$ cat config.mk
export PLATFORM = sky130hd
export DESIGN_NAME = demo_trace_capture
export DESIGN_NICKNAME = d
export VERILOG_FILES = /design/src/rtl/demo_trace_pkg.sv /design/src/rtl/demo_trace_ram.sv /design/src/rtl/demo_trace_capture.sv
export SDC_FILE = /design/constraint.sdc
export NUM_CORES = 1
export LEC_CHECK = 0
export BUFFER_PORTS_ARGS = -buffer_cell sky130_fd_sc_hd__buf_2
export CORE_UTILIZATION = 50
export DETAILED_ROUTE_END_ITERATION = 8
export PLACE_DENSITY = 0.67
export SKIP_CTS_REPAIR_TIMING = 1
export SLEW_MARGIN = 20
export SYNTH_ARGS = -nofsm -noshare
export SYNTH_HDL_FRONTEND = slang
export SYNTH_SLANG_ARGS = --single-unit
$ cat constraint.sdc
create_clock -name clk -period 2.6 [get_ports clk]
set_clock_uncertainty 0.1 [all_clocks]
set_input_delay 0.26 -clock clk [delete_from_list [all_inputs] [get_ports clk]]
set_output_delay 0.26 -clock clk [all_outputs]
set_load 0.005 [all_outputs]
$ cat src/rtl/demo_trace_pkg.sv
// ---------------------------------------------------------------------------
// demo_trace_pkg
// Shared types and default sizing for the demo trace capture block.
//   state_t    : capture FSM state encoding (IDLE/PRE/POST/DUMP)
//   DEF_WIDTH  : default sample width (matches the demo counter)
//   DEF_DEPTH  : default buffer depth (power of two, >= 4)
// ---------------------------------------------------------------------------
package demo_trace_pkg;

   localparam int DEF_WIDTH = 6;
   localparam int DEF_DEPTH = 16;

   typedef enum logic [1:0] {
      ST_IDLE = 2'd0,
      ST_PRE  = 2'd1,
      ST_POST = 2'd2,
      ST_DUMP = 2'd3
   } state_t;

endpackage

$ cat src/rtl/demo_trace_ram.sv
// ---------------------------------------------------------------------------
// demo_trace_ram
// DEPTH x WIDTH register array used as the circular trace buffer.
//   clk_i    : write clock
//   we_i     : write enable
//   waddr_i  : write address
//   wdata_i  : write data
//   raddr_i  : read address
//   rdata_o  : read data, combinational from raddr_i
// Contents are intentionally not reset.
// ---------------------------------------------------------------------------
module demo_trace_ram #(
   parameter  int WIDTH = 6,
   parameter  int DEPTH = 16,
   localparam int PW    = $clog2(DEPTH)
) (
   input  logic             clk_i,
   input  logic             we_i,
   input  logic [PW-1:0]    waddr_i,
   input  logic [WIDTH-1:0] wdata_i,
   input  logic [PW-1:0]    raddr_i,
   output logic [WIDTH-1:0] rdata_o
);

   logic [WIDTH-1:0] mem_q [DEPTH];

   always_ff @(posedge clk_i) begin
      if (we_i) begin
         mem_q[waddr_i] <= wdata_i;
      end
   end

   assign rdata_o = mem_q[raddr_i];

endmodule

$ cat src/rtl/demo_trace_capture.sv
// ---------------------------------------------------------------------------
// demo_trace_capture
// Samples the demo counter into a circular pre-trigger buffer, triggers on a
// programmed value, collects a programmed number of post-trigger samples and
// then dumps the captured window oldest-first.
//   clk, rst_n        : clock (rising edge), async active-low reset
//   arm               : start a capture (IDLE only); latches trig_value/post_count
//   abort             : synchronous return to IDLE, highest priority
//   trig_value        : trigger match value
//   post_count        : number of samples to keep after the trigger sample
//   sample_valid/sample : counter stream being observed
//   triggered         : one-cycle pulse after the trigger sample is written
//   busy              : FSM not in IDLE
//   out_valid/out_ready/out_data/out_last : dump stream
//   dbg_state         : current FSM state (state_t encoding)
//
// Dump stream handshake: a beat transfers on a rising edge where out_valid and
// out_ready are both high; while out_valid is high and out_ready is low,
// out_data and out_last hold; out_valid never drops without a transfer except
// on abort or reset.
// ---------------------------------------------------------------------------
module demo_trace_capture
   import demo_trace_pkg::*;
#(
   parameter  int WIDTH = DEF_WIDTH,
   parameter  int DEPTH = DEF_DEPTH,
   localparam int PW    = $clog2(DEPTH)
) (
   input  logic             clk,
   input  logic             rst_n,
   input  logic             arm,
   input  logic             abort,
   input  logic [WIDTH-1:0] trig_value,
   input  logic [PW-1:0]    post_count,
   input  logic             sample_valid,
   input  logic [WIDTH-1:0] sample,
   output logic             triggered,
   output logic             busy,
   output logic             out_valid,
   input  logic             out_ready,
   output logic [WIDTH-1:0] out_data,
   output logic             out_last,
   output logic [1:0]       dbg_state
);

   localparam logic [PW:0] FILL_MAX = (PW+1)'(DEPTH);

   state_t           state_q;
   logic [PW-1:0]    wr_ptr_q;
   logic [PW-1:0]    rd_ptr_q;
   logic [PW:0]      fill_q;
   logic [PW:0]      left_q;       // beats still to send, including current
   logic [PW-1:0]    remaining_q;
   logic [PW-1:0]    post_q;
   logic [WIDTH-1:0] trig_q;
   logic             triggered_q;
   logic             out_valid_q;
   logic             out_last_q;

   logic [PW-1:0]    wr_ptr_d;
   logic [PW:0]      fill_d;
   logic [PW-1:0]    dump_ptr_d;
   logic             capturing;
   logic             wr_en;
   logic             hit;
   logic             capture_done;
   logic [WIDTH-1:0] ram_rdata;

   assign capturing = (state_q == ST_PRE) || (state_q == ST_POST);
   assign wr_en     = capturing && sample_valid && !abort;
   assign hit       = (sample == trig_q);

   // Pointer is exactly PW bits wide, so the increment wraps modulo DEPTH.
   assign wr_ptr_d   = wr_ptr_q + 1'b1;
   assign fill_d     = (fill_q == FILL_MAX) ? fill_q : fill_q + 1'b1;
   // Oldest entry after this write; when full the low bits of fill are zero
   // and the oldest entry is the one about to be overwritten next.
   assign dump_ptr_d = wr_ptr_d - fill_d[PW-1:0];

   // This write is the last one of the capture window.
   assign capture_done = sample_valid &&
                         (((state_q == ST_PRE) && hit && (post_q == '0)) ||
                          ((state_q == ST_POST) && (remaining_q == PW'(1))));

   demo_trace_ram #(
      .WIDTH (WIDTH),
      .DEPTH (DEPTH)
   ) u_ram (
      .clk_i   (clk),
      .we_i    (wr_en),
      .waddr_i (wr_ptr_q),
      .wdata_i (sample),
      .raddr_i (rd_ptr_q),
      .rdata_o (ram_rdata)
   );

   always_ff @(posedge clk or negedge rst_n) begin
      if (!rst_n) begin
         state_q     <= ST_IDLE;
         wr_ptr_q    <= '0;
         rd_ptr_q    <= '0;
         fill_q      <= '0;
         left_q      <= '0;
         remaining_q <= '0;
         post_q      <= '0;
         trig_q      <= '0;
         triggered_q <= 1'b0;
         out_valid_q <= 1'b0;
         out_last_q  <= 1'b0;
      end else begin
         triggered_q <= 1'b0;
         if (abort) begin
            state_q     <= ST_IDLE;
            out_valid_q <= 1'b0;
            out_last_q  <= 1'b0;
         end else begin
            case (state_q)
               ST_IDLE: begin
                  if (arm) begin
                     trig_q   <= trig_value;
                     // post_count is PW bits, so it can never exceed DEPTH-1:
                     // the trigger sample always stays inside the window.
                     post_q   <= post_count;
                     wr_ptr_q <= '0;
                     fill_q   <= '0;
                     state_q  <= ST_PRE;
                  end
               end
               ST_PRE, ST_POST: begin
                  if (sample_valid) begin
                     wr_ptr_q <= wr_ptr_d;
                     fill_q   <= fill_d;
                     if ((state_q == ST_PRE) && hit) begin
                        triggered_q <= 1'b1;
                     end
                     if (capture_done) begin
                        state_q     <= ST_DUMP;
                        remaining_q <= '0;
                        rd_ptr_q    <= dump_ptr_d;
                        left_q      <= fill_d;
                        out_valid_q <= 1'b1;
                        out_last_q  <= (fill_d == (PW+1)'(1));
                     end else if ((state_q == ST_PRE) && hit) begin
                        remaining_q <= post_q;
                        state_q     <= ST_POST;
                     end else if (state_q == ST_POST) begin
                        remaining_q <= remaining_q - 1'b1;
                     end
                  end
               end
               ST_DUMP: begin
                  if (out_ready) begin
                     if (out_last_q) begin
                        state_q     <= ST_IDLE;
                        out_valid_q <= 1'b0;
                        out_last_q  <= 1'b0;
                     end else begin
                        rd_ptr_q   <= rd_ptr_q + 1'b1;
                        left_q     <= left_q - 1'b1;
                        out_last_q <= (left_q == (PW+1)'(2));
                     end
                  end
               end
               default: begin
                  state_q     <= ST_IDLE;
                  out_valid_q <= 1'b0;
                  out_last_q  <= 1'b0;
               end
            endcase
         end
      end
   end

   assign triggered = triggered_q;
   assign busy      = (state_q != ST_IDLE);
   assign out_valid = out_valid_q;
   assign out_last  = out_last_q;
   // Buffer contents are not reset, so gate the read data outside DUMP.
   assign out_data  = out_valid_q ? ram_rdata : '0;
   assign dbg_state = state_q;

endmodule
Word-level counts from Yosys, hierarchy flattened
Memory sizes are Yosys's and may differ from the RTL's.
Index checks and enable logic that the tools add are counted.

word-level totals
  bits of input ports = 22
  logic and storage cells = 109
  bits in writable memories = 96
  memories = 1
  flip-flop bits (word level) = 37
  output and inout bits = 12

memories
  memory       depth  bits a word  rd ports  clocked after Yosys merged registers in  wr ports  line                  RTL
  u_ram.mem_q  16     6            1         0                                        1         demo_trace_ram.sv:25  logic [WIDTH-1:0] mem_q [DEPTH];

operators by class
  reductions and logical operators = 24
  mux-type cells = 47
  eq/ne operators = 19
  bitwise logic cells = 1
  $add $sub $neg = 6

operators with widths
  cell                                              count
  two-way mux 4 bit                                 9
  two-way mux 5 bit                                 7
  one-hot mux 5 bit (2 select lines)                2
  two-way mux 1 bit                                 16
  one-hot mux 4 bit (2 select lines)                2
  inequality test 3 bit, second input constant      5
  two-way mux 2 bit                                 7
  AND reduction 4 bit                               3
  inequality test 2 bit, second input constant      5
  AND reduction 5 bit                               2
  adder 4 x 1 -> 4 bit, second input constant       2
  == test 6 bit                                     1
  logical AND 1 bit                                 6
  two-way mux 6 bit                                 1
  one-hot mux 2 bit (3 select lines)                1
  AND reduction 6 bit                               1
  nonzero test 2 bit                                3
  nonzero test 3 bit                                2
  adder 5 x 1 -> 5 bit, second input constant       1
  == test 5 x 1 -> 1 bit, second input constant     1
  == test 5 x 2 -> 1 bit, second input constant     1
  == test 5 bit, second input constant              1
  subtractor 5 x 1 -> 5 bit, second input constant  1
  == test 2 bit, second input constant              2
  other kinds (13)                                  15

Longest topological paths before layout
Gate-level depths: netlist of run 1.

  depth in word-level cells = 9
  gate-level depth with buffers = 13
  gate-level depth less buffers = 13

Cells and area by module
From an unflattened synthesis of run 1, not the netlist that was laid out.

second synthesis, totals
  cells, all modules = 419
  area, all modules = 6114.6 µm²

modules (own cells, without submodules)
  module              area each (µm²)  cells each  times used
  demo_trace_ram      3774.9           172         1
  demo_trace_capture  2339.7           247         1

Worst setup path before layout of run 1
No wires, ideal clock.

  kind = register to register
  from = reg fill_q[0]
  to = reg rd_ptr_q[3]
  stages on the path, launching flop included = 14
  path buffers = 0
  library setup time = 0.077 ns
  path slack = 0.269 ns
  arrival = 2.155 ns
  cells stage by stage = dfrtp_1 > inv_1 > ha_1 > nand3b_1 > nor2_1 > xnor2_1 > inv_1 > ha_1 > inv_1 > a21o_1 > a21oi_1 > xnor3_1 > mux2_2 > o21ai_1

on the way
  word-level cells in the longest chain between the ends = 6
  elaborated cells between the ends (all ways) = 7
  those cells by class = add/sub: 2; eq/ne: 1; mux: 4

ends and longest elaborated chain
  element                                                       line                       RTL
  start, declared                                               demo_trace_capture.sv:51   logic [PW:0] fill_q;
  start signal, assigned                                        demo_trace_capture.sv:132  fill_q <= fill_d;
  adder 5 x 1 -> 5 bit / == test 5 bit (equally long branches)  demo_trace_capture.sv:75   assign fill_d = (fill_q == FILL_MAX) ? fill_q : fill_q + 1'b1;
  two-way mux 5 bit *                                           demo_trace_capture.sv:75
  subtractor 4 bit *                                            demo_trace_capture.sv:78   assign dump_ptr_d = wr_ptr_d - fill_d[PW-1:0];
  two-way mux 4 bit *                                           demo_trace_capture.sv:136  if (capture_done) begin
  two-way mux 4 bit *                                           demo_trace_capture.sv:130  if (sample_valid) begin
  one-hot mux 4 bit (2 select lines) *                          demo_trace_capture.sv:117  case (state_q)
  end signal, assigned                                          demo_trace_capture.sv:139  rd_ptr_q <= dump_ptr_d;
  end signal, assigned                                          demo_trace_capture.sv:158  rd_ptr_q <= rd_ptr_q + 1'b1;
  end, declared                                                 demo_trace_capture.sv:50   logic [PW-1:0] rd_ptr_q;

Mark *: on every way between the ends. The rest lies on a longest branch, timed or not. The select of a mux whose other input is x is not followed.
A chain may end at the register's enable or synchronous reset.

Final worst setup path of run 1
  from = reg rd_ptr_q[0]
  to = out out_data[1]

on the way
  word-level cells in the longest chain between the ends = 2

ends and longest elaborated chain
  element              line                       RTL
  memory (16 x 6 bit)  --
  two-way mux 6 bit    demo_trace_capture.sv:179  assign out_data = out_valid_q ? ram_rdata : '0;
  end, declared        demo_trace_capture.sv:41   output logic [WIDTH-1:0] out_data,

Every way passes these cells.

==> results of run 1 <==
==> flip-flops by register name, summed over array words and instances (netlist names) <==
signal / cells
left_q: 5
dbg_state: 2
wr_ptr_q: 4
post_q: 4
u_ram.mem_q: 96
remaining_q: 4
out_valid: 1
rd_ptr_q: 4
out_last: 1
triggered: 1
trig_q: 6
fill_q: 5
==> cells by family after synthesis <==
kind of cell,after synthesis
flops,133
simple gates,107
compound gates,62
mux,44
buf+inv,39
fa+ha+maj,19
xor+xnor,12
==> where the power goes <==
group,internal (uW),switching (uW)
clock,1290,867
sequential,2510,234
combinational,975,958
==> metrics by stage <==
stage / total power (uW) / utilization [%] / worst slack, ps
finish: 6830 / 61.7 / -108
global route: 7200 / 61.7 / -180
CTS: 6760 / 59.6 / -184
detailed placement: 4590 / 55.0 / 45.2
global placement: 4540 / 55.0 / 184
floorplan: 4090 / - / 269
==> synth_stat cells (3+ instances only) <==
cell type  count
nor4_1         3
o21ai_1        4
and2_1         7
ha_1          18
xor2_1        10
o21ai_0       20
nor3_1         7
mux2_2        12
dfrtp_1       37
nor2b_1        3
a21oi_1       15
nand3_1       10
nand2_1       31
inv_1         20
buf_1          4
nor2_1        23
mux4_2        30
a211o_1        3
edfxtp_1      96
clkbuf_1      10
nand2b_1       7
==> cell type report <==
class / count / area [um^2]
clock buffers: 17 / 425
clock inverters: 14 / 115
fillers: 874 / 4590
inverters: 20 / 75.1
multi-input cells: 245 / 2210
flip-flops and latches: 133 / 3810
well taps: 147 / 184
repair buffers: 72 / 559
==> critical path, cell delays in order (launching register included) <==
cell	delay, ps
dfrtp_2	420
buf_12	180
mux4_2	530
mux4_2	490
and2_4	180
buf_6	110
==> how the worst min path moves through the flow <==
stage	start	endpoint	cells after the start
after detailed placement	rst_n	fill_q[2]	1
after CTS	rst_n	fill_q[2]	1
after global placement	rst_n	left_q[1]	1
final	abort	out_valid	2
after floorplan	rst_n	dbg_state[0]	0
after global routing	abort	out_valid	2
==> layer usage <==
metal | vias to the layer above | track usage (%) | part of all wire [%]
met5 | - | 0 | 0
met1 | 1877 | 28.3 | 45
met4 | 0 | 9.07 | 2.0
met2 | 80 | 30.2 | 49
met3 | 21 | 5.89 | 4.2
li1 | 1725 | - | -
==> impl_metrics.ini, run 1 <==
[floorplan]
rows = 40
core_um2 = 12000
pin_count = 34
die_h_um = 113
dieArea_um2 = 12700
die_w_um = 113
initial_core_util_pct = 51.1

[clocking]
cts_root_buf = clkbuf_16
cts_buffers = 17
cts_sinks = 133
htreeDepth = 4
insertion_delay_ps = 420
cts_tree = built
cts.clk_slew.worst_paths_ps = 50
cts_max_path_buffers = 2

[placed_design]
gp_congestion = 0.899
post-dp-hpwl_um = 8120
dp.cells = 602
port_buffers = 33
place_area_um2 = 6580

[power_and_ir_drop]
ir_worst_vdd_mv = 0.572
p_leak_uw = 0.00267
power_density_nw_per_um2 = 927

[routing]
wl_per_cell_um = 18.9
finalWirelength_um = 12200
vias_per_cell = 5.71
firstDrtPassIters = 4
drt_iter0_drc = 290
ant_nets = 0
via_count = 3703
drc = 0

[synth]
synth_top_flop_cell = edfxtp_1
synthSimpleGateAreaFrac_pct = 8.89
synth_area_leaders = edfxtp_1 47%, dfrtp_1 15%, mux4_2 11%
synthDistinctLibCells = 54
yosysSeqAreaShare_pct = 62.3
synth_compound_area_share_pct = 6.55
synth_top_cell_by_area = edfxtp_1
synth_xor_area_share_pct = 1.95
synth_top_family_by_area = multiplexers
yosys_warnings = 0
synth_nets = 457
synth_area_um2 = 6110
avgSynthCellArea_um2 = 14.7
muxShareOfSynthArea_pct = 13.6
ys_ff_latch = 133
synth-edff-count = 96
synth-adder-area-share_pct = 4.01
synthArstFlopShare_pct = 27.8
yosysTopAreaCellShare_pct = 47.2
synthCells = 416

[finish]
drive_gt1_share_pct = 30.7
layout.nets = 530
final_common_cell = edfxtp_1
areaGrowthSynthToFinish_pct = 20.7
final_cells = 648
diodes = 0
final_area_um2 = 7380
layout_common_cells = 96 x edfxtp_1, 36 x dfrtp_1, 31 x nand2_1

[sta]
finalCritPeriodShare_pct = 104
slew_violations = 0
final.setup.worst_slack_ps = -108
whs_ps = 55.5
finalHoldViolations = 0
fmax_mhz = 369
relSlewSlack_pct = 42.2
setup_viol = 6
tightest_slew_ps = 867
min_period_ps = 2710
rsz0062_at_grt = yes
fin_tns_setup_ps = -588

[critical_path]
critical_path_class = reg2out
worstRegToRegCells = 9
reg2reg_to = rd_ptr_q[3]
regToRegStartpoint = fill_q[0]
r2r_slack_ps = 50
crit_start = rd_ptr_q[0]
cp-start-kind = flip-flop
cp_max_fo = 14
endpoint_kind = output pin
crit_arrival_ps = 2350
endpoint = out_data[1]
required_ps = 2240

[global_routing]
gr-usage-all-layers_pct = 20.4
first_global_vias = 3520
grt_pass1_wl_um = 18900
grt_max_degree = 38
antenna_found_initial = 0
grt_overflow = 0

[flow_run]
cap_violations = 0

[worst_hold_path]
hold_class = in2reg

[status]
violations = setup timing
status = complete, but fails checks
Note: power is estimated with default switching activity, not from simulation.
==> run 2: changes to the inputs <==
Settings changed: BUFFER_PORTS_ARGS -buffer_cell sky130_fd_sc_hd__buf_2 to default, DONT_BUFFER_PORTS from default to 1, PLACE_DENSITY 0.67 to default, TNS_END_PERCENT from default to 20.
==> impl_metrics.ini, run 2 (synthesis results as in run 1) <==
[floorplan]
die_w_um = 113
rows = 40
core_um2 = 12000
die_h_um = 113
initial_core_util_pct = 51.1
pin_count = 34
dieArea_um2 = 12700

[global_routing]
use_met1_pct = 30.3
busiest_layer = met2
met3_usage_pct = 5.94
grt_pass1_wl_um = 19400
grt_max_degree = 38
first_global_vias = 3453
antenna_found_initial = 0
grt_overflow = 0
use_met2_pct = 31.4
gr-usage-all-layers_pct = 21.0

[critical_path]
crit_slowest_cell = mux4_2
regToRegStartpoint = fill_q[0]
path_cells = buf_12, mux4_2, mux4_2, and2_4
crit_arrival_ps = 2240
endpoint_kind = output pin
worstRegToRegCells = 13
reg2reg_to = rd_ptr_q[3]
cp_max_fo = 21
required_ps = 2240
max_stage_delay_ps = 560
cp_common_cell = mux4_2
r2r_slack_ps = 80
cp-start-kind = flip-flop
critical_path_class = reg2out

[placed_design]
gp_congestion = 0.853
post-dp-hpwl_um = 8260
port_buffers = 0
place_area_um2 = 6420

[finish]
areaGrowthSynthToFinish_pct = 18.7
regMostFlops = u_ram.mem_q
largest_reg_flops = 96
diodes = 0
layout.nets = 502
reg_top3 = u_ram.mem_q (96), trig_q (6)
final_area_um2 = 7260
layout_common_cells = 96 x edfxtp_1, 36 x dfrtp_1, 31 x nand2_1
drive_gt1_share_pct = 23.4
final_common_cell = edfxtp_1

[clocking]
insertion_delay_ps = 410
cts_max_path_buffers = 2
cts_buffers = 17
cts.clk_slew.worst_paths_ps = 60
cts_sinks = 133
cts_tree = built
cts_root_buf = clkbuf_16
htreeDepth = 4

[power_and_ir_drop]
p_leak_uw = 0.00258
power_density_nw_per_um2 = 963
power_uw = 6990
ir_worst_vdd_mv = 0.786

[worst_hold_path]
hold_path_end = remaining_q[2]
whs_path_depth = 3
hold_class = in2reg
holdCritStartpoint = sample_valid

[routing]
vias_per_cell = 5.89
drc = 0
via_count = 3655
drt_iter0_drc = 319
wl_per_cell_um = 20.6
firstDrtPassIters = 6
ant_nets = 0
finalWirelength_um = 12800

[sta]
fmax_mhz = 385
slew_violations = 0
tightest_slew_ps = 668
min_period_ps = 2600
setup_viol = 0
finalHoldViolations = 0
rsz0062_at_grt = yes
relSlewSlack_pct = 55.3
finalCritPeriodShare_pct = 99.9
fin_tns_setup_ps = 0

[status]
status = finished, final reports clean

[flow_run]
cap_violations = 0
run 2: area by class of cell:
cell class	count	area (um^2)
Fill cell	894	4710
Clock buffer	19	433
Tap cell	147	184
Clock inverter	13	156
Timing Repair Buffer	45	430
Sequential cell	133	3810
Inverter	20	75.1
Multi-Input combinational cell	244	2170
run 2: critical path, delay by kind of cell (launching register included):
family | cells | cell delay, ps
mux | 2 | 1050
flops | 1 | 380
buf+inv | 1 | 200
simple gates | 1 | 180
run 2: how the worst max path moves through the flow:
stage                 from          end  cells after the start
4_1_cts        rd_ptr_q[0]  out_data[1]                      4
3_3_place_gp     fill_q[0]  rd_ptr_q[3]                      8
5_1_grt        rd_ptr_q[0]  out_data[0]                      4
3_5_place_dp     fill_q[0]  rd_ptr_q[3]                     13
2_1_floorplan    fill_q[0]  rd_ptr_q[3]                     13
6_report       rd_ptr_q[0]  out_data[1]                      4
run 2: stage by stage:
stage / utilization [%] / setup slack [ps] / std cells / hold WS, ps
after CTS: 58.6 / -40.4 / 601 / -573
after global placement: 53.7 / 162 / 569 / -134
after floorplan: - / 269 / 416 / -136
final: 60.7 / 2.94 / 621 / 15.1
after detailed placement: 53.7 / 74.8 / 569 / -134
after global routing: 60.7 / -67.5 / 621 / 51.3
run 2: where the power goes:
part	internal (uW)	switching, uW	total [uW]
registers	2510	235	2740
clock network	1500	878	2380
logic	927	936	1860
run 2: layer usage:
metal | wire length (um) | up-vias
met5 | 0 | -
li1 | - | 1679
met3 | 765 | 13
met1 | 5870 | 1856
met4 | 146 | 0
met2 | 5980 | 107
